**src/rtl/fetch_pkg.sv**
```systemverilog
// Shared types and defaults for the fetch stage.
// Holds widths, LUT depth and the FSM state type.
package fetch_pkg;

  localparam int PC_W_DEF  = 10;
  localparam int KEY_W_DEF = 5;
  localparam int LUT_DEPTH = 2 ** KEY_W_DEF;

  typedef enum logic [1:0] {
    IDLE = 2'd0,
    RUN  = 2'd1,
    DONE = 2'd2
  } state_t;

endpackage

```
**src/rtl/branch_lut.sv**
```systemverilog
// Branch-target lookup table.
// Registered write, combinational read, sync clear.
module branch_lut
  import fetch_pkg::*;
#(
  parameter int PC_W  = PC_W_DEF,
  parameter int KEY_W = KEY_W_DEF
) (
  input  logic             clk,
  input  logic             reset,
  input  logic             we,
  input  logic [KEY_W-1:0] widx,
  input  logic [PC_W-1:0]  wdata,
  input  logic [KEY_W-1:0] ridx,
  output logic [PC_W-1:0]  rdata
);

  localparam int DEPTH = 2 ** KEY_W;

  logic [PC_W-1:0] mem [DEPTH];

  // Clear every entry on reset, else write one entry
  always_ff @(posedge clk) begin
    if (reset) begin
      for (int i = 0; i < DEPTH; i++) begin
        mem[i] <= '0;
      end
    end else if (we) begin
      mem[widx] <= wdata;
    end
  end

  assign rdata = mem[ridx];

endmodule

```
**src/rtl/fetch_unit.sv**
```systemverilog
// Instruction fetch: PC register and run-control FSM.
// Branch targets come from the branch_lut table.
module fetch_unit
  import fetch_pkg::*;
#(
  parameter int PC_W  = PC_W_DEF,
  parameter int KEY_W = KEY_W_DEF
) (
  input  logic             clk,
  input  logic             reset,
  input  logic             start,
  input  logic [PC_W-1:0]  last_addr,
  input  logic             stall,
  input  logic             branch_en,
  input  logic [KEY_W-1:0] branch_key,
  input  logic             lut_we,
  input  logic [KEY_W-1:0] lut_idx,
  input  logic [PC_W-1:0]  lut_data,
  output logic [PC_W-1:0]  pc,
  output logic             running,
  output logic             done
);

  state_t          state_q, state_d;
  logic [PC_W-1:0] pc_q, pc_d;
  logic [PC_W-1:0] target;

  branch_lut #(
    .PC_W  (PC_W),
    .KEY_W (KEY_W)
  ) u_lut (
    .clk   (clk),
    .reset (reset),
    .we    (lut_we),
    .widx  (lut_idx),
    .wdata (lut_data),
    .ridx  (branch_key),
    .rdata (target)
  );

  // State and PC registers
  always_ff @(posedge clk) begin
    if (reset) begin
      state_q <= IDLE;
      pc_q    <= '0;
    end else begin
      state_q <= state_d;
      pc_q    <= pc_d;
    end
  end

  // Next state / next PC; stall > branch > end > step
  always_comb begin
    state_d = state_q;
    pc_d    = pc_q;
    unique case (state_q)
      IDLE: begin
        pc_d = '0;
        if (start) state_d = RUN;
      end
      RUN: begin
        if (stall) begin
          pc_d = pc_q;
        end else if (branch_en) begin
          pc_d = target;
        end else if (pc_q == last_addr) begin
          state_d = DONE;
        end else begin
          pc_d = pc_q + PC_W'(1);
        end
      end
      DONE: begin
        if (start) begin
          state_d = RUN;
          pc_d    = '0;
        end
      end
      default: begin
        state_d = IDLE;
        pc_d    = '0;
      end
    endcase
  end

  assign pc      = pc_q;
  assign running = (state_q == RUN);
  assign done    = (state_q == DONE);

endmodule

```
**config.mk**
```make
export PLATFORM = sky130hd
export DESIGN_NAME = fetch_unit
export DESIGN_NICKNAME = d
export VERILOG_FILES = /design/src/rtl/fetch_pkg.sv /design/src/rtl/branch_lut.sv /design/src/rtl/fetch_unit.sv
export SDC_FILE = /design/constraint.sdc
export NUM_CORES = 1
export LEC_CHECK = 0
export CAP_MARGIN = 10
export CORE_MARGIN = 10
export CORE_UTILIZATION = 40
export DETAILED_ROUTE_END_ITERATION = 8
export HOLD_SLACK_MARGIN = 0.05
export SYNTH_ARGS = -nofsm -noshare
export SYNTH_HDL_FRONTEND = slang
export SYNTH_SLANG_ARGS = --single-unit
```
**constraint.sdc**
```tcl
create_clock -name clk -period 4.3 [get_ports clk]
set_clock_uncertainty 0.2 [all_clocks]
set_input_delay 0.43 -clock clk [delete_from_list [all_inputs] [get_ports clk]]
set_output_delay 0.43 -clock clk [all_outputs]
set_load 0.01 [all_outputs]
```
==> results.cfg <==
[run_status]
status = finished clean

[synthesis]
netlist.area_leader.share_pct = 60.9
synth.yosys.warnings = 0
ys_seq_area_share_pct = 62.4
synth-seq-cells = 332
synth_nets = 1106
synth.distinct_cells = 47
synthFlopType = edfxtp_1
synth_top_area_cell = edfxtp_1
synth.most_common_cell = and2_1
mappedNetlistArea_mm2 = 0.0158
synth_edf_count = 320
syn_inst = 1069
yosys-top-cells-area = edfxtp_1, and2_1, mux4_2
synthArstFlopShare_pct = 0
synthTopCellsByCount = and2_1, edfxtp_1, mux4_2
avgSynthCellArea_um2 = 14.8

[worst_setup_path]
path_delay_family = simple AND/OR/NAND/NOR gates
critPathKind = in2reg
r2r_cells = 5
slowest_delay_ps = 700
critPathCaptureType = flop
worstPathArrival_ps = 2650
regToRegEndpoint = pc[7]$_SDFFE_PP0P_
worst-path-buf-inv = 1
critPathMaxFanout = 11
cp-start-kind = input pin
rrSetupSlack_ps = 1790
path_cells = clkdlybuf4s50_1 -> nor2b_1 -> nand3b_1 -> nor2_1 -> or2_2
cp_slowest_cell = nor2_1
r2r_start = pc[5]$_SDFFE_PP0P_
crit_required_ps = 4290

[timing]
slew_viol_final = 0
hold_violations = 0
setup_viol = 0
fin_crit_ps = 2660
rsz0062_at_grt = false
tightest_slew_ps = 1010
period_share_pct = 61.8
max_freq_mhz = 376
worst_slew_margin_rel_pct = 32.5
fin_setup_tns_ps = 0

[global_route]
grt_pass1_vias = 8918
grt.total_usage_pct = 16.7
antenna_found_initial = 2
grt_max_degree = 47
grt_overflow_total = 0
grt_pass1_wl_um = 59800

[floorplan]
core-area_mm2 = 0.0388
die_w_um = 219
dieArea_mm2 = 0.0478
die_y_um = 219
io_pins = 48
num_rows = 72
initial_utilization_pct = 40.6

[finish]
multi_input_area_mm2 = 0.00545
drive_gt1_share_pct = 19.2
area_growth_syn_to_layout_pct = 12.3
fin_cells = 1626
register_area_mm2 = 0.00985
fin_nets = 1119
nFillCells = 3370

[clock_tree]
cts-root-buf = clkbuf_16
cts_buffer_depth = 3
clk_pin_slew_worst_paths_ps = 60
cts.repair.resized = 0
post_cts_buffers = 0
cts_tree = yes
postCtsHoldBufs = 0
cts.sinks = 332
htree_levels = 2
cts_buffers = 36
insertion_delay_ps = 510

[detailed_routing]
ant_nets = 0
dr.pass1.iters = 7
post_drt_wl_per_cell_um = 24.5
drt_iter0_drc = 736
avgViaCountPerCell = 5.39
vias = 8768
drc = 0
finalWirelength_um = 39900

[pwr]
worst_ir_drop_vdd_mv = 0.240
p_leak_nw = 6.12
power.density_mw_per_mm2 = 410

[min_path]
holdPathStages = 3
hold_path.class = in2reg
min_to = state_q[0]$_SDFFE_PP0P_
hp-start = start

[job]
cap_viol_max_count = 0

[placement]
dp_cells = 1562
port_buffers = 47
hpwl_um = 25400
gp_congestion = 0.828
-- cells by family (layout without fill, tap and decap cells) --
logic type      after synthesis  in the layout  share of synthesized area (%)
xor+xnor                     12             12                          0.666
fa+ha+maj                     1              1                         0.0793
other cells                   0              1                              0
simple gates                462            462                           17.5
mux                         120            120                           14.4
flops                       332            332                           62.4
compound gates               41             41                           1.95
buf+inv                     101            139                           3.02
-- tightest hold or removal path, cell delays in order --
cell,delay (ps)
clkdlybuf4s50_1,420
nand2b_1,70
a21oi_1,60
-- placed cells by master (no fill, tap or decap), drive strengths merged, types with 2 or more instances in the layout --
master	synthesis	routed
a21oi	6	6
a22oi	2	2
a311oi	3	3
a31oi	3	3
a41oi	3	3
and2	322	322
and4	2	2
buf	24	35
clkbuf	72	46
clkdlybuf4s50	0	36
clkinv	0	14
dfxtp	12	12
edfxtp	320	320
inv	5	6
mux2i	35	35
mux4	85	85
nand2	8	8
nand2b	8	8
nand3	18	18
nand3b	7	7
nand4	4	4
nor2	43	43
nor2b	5	5
nor3	2	2
nor4	2	2
o211ai	6	6
o21ai	7	7
o21ba	2	2
o311ai	4	4
or2	34	34
or3	2	2
or3b	3	3
xnor2	2	2
xor2	10	10
-- power by group --
part | total (mW) | switching (mW) | leakage, nW | internal (mW)
registers | 3.77 | 0.0611 | 3.14 | 3.71
clock network | 2.91 | 1.24 | 0.540 | 1.67
logic | 0.574 | 0.335 | 2.44 | 0.238
-- layout make-up --
| class | count | area share (%) |
|---|---|---|
| sequential | 332 | 55.6 |
| timing repair buffer | 71 | 3.67 |
| clock buffer | 46 | 5.53 |
| inverter | 5 | 0.106 |
| tap | 518 | 3.66 |
| clock inverter | 17 | 0.622 |
| multi-input combinational | 636 | 30.8 |
| antenna | 1 | 0.0141 |
-- state kept, by name, indices dropped and copies added, names as in the netlist --
name       cells
pc            10
state_q        2
u_lut.mem    320
-- routing by layer --
metal / global-route usage (%) / routed length (µm)
met1: 23.7 / 18300
met2: 26.5 / 19000
met3: 2.57 / 1920
met4: 4.14 / 624
met5: 0 / 40
-- worst max path at each step --
stage	from	to	slack (ps)	depth (start not counted)
final	lut_we	u_lut.mem[18][3]$_SDFFCE_PN0P_	1640	5
after global routing	lut_we	u_lut.mem[18][3]$_SDFFCE_PN0P_	1510	5
after CTS	lut_we	u_lut.mem[18][1]$_SDFFCE_PN0P_	1630	5
after detailed placement	lut_we	u_lut.mem[18][1]$_SDFFCE_PN0P_	1090	5
after global placement	lut_we	u_lut.mem[19][1]$_SDFFCE_PN0P_	1110	5
after floorplan	branch_key[0]	pc[2]$_SDFFE_PP0P_	2000	7
-- stage by stage --
step | util [%] | power, mW | area, µm² | hold WS (ps) | setup slack, ps
after detailed placement | 42.8 | 4.42 | 16600 | 379 | 1090
after global placement | 42.8 | 4.41 | 16600 | 354 | 1110
after floorplan | - | 4.17 | 15800 | 329 | 2000
after CTS | 45.6 | 7.31 | 17700 | 312 | 1630
final | 45.6 | 7.26 | 17700 | 324 | 1640
after global routing | 45.6 | 7.48 | 17700 | 337 | 1510
Note: power is estimated with default switching activity, not from simulation.
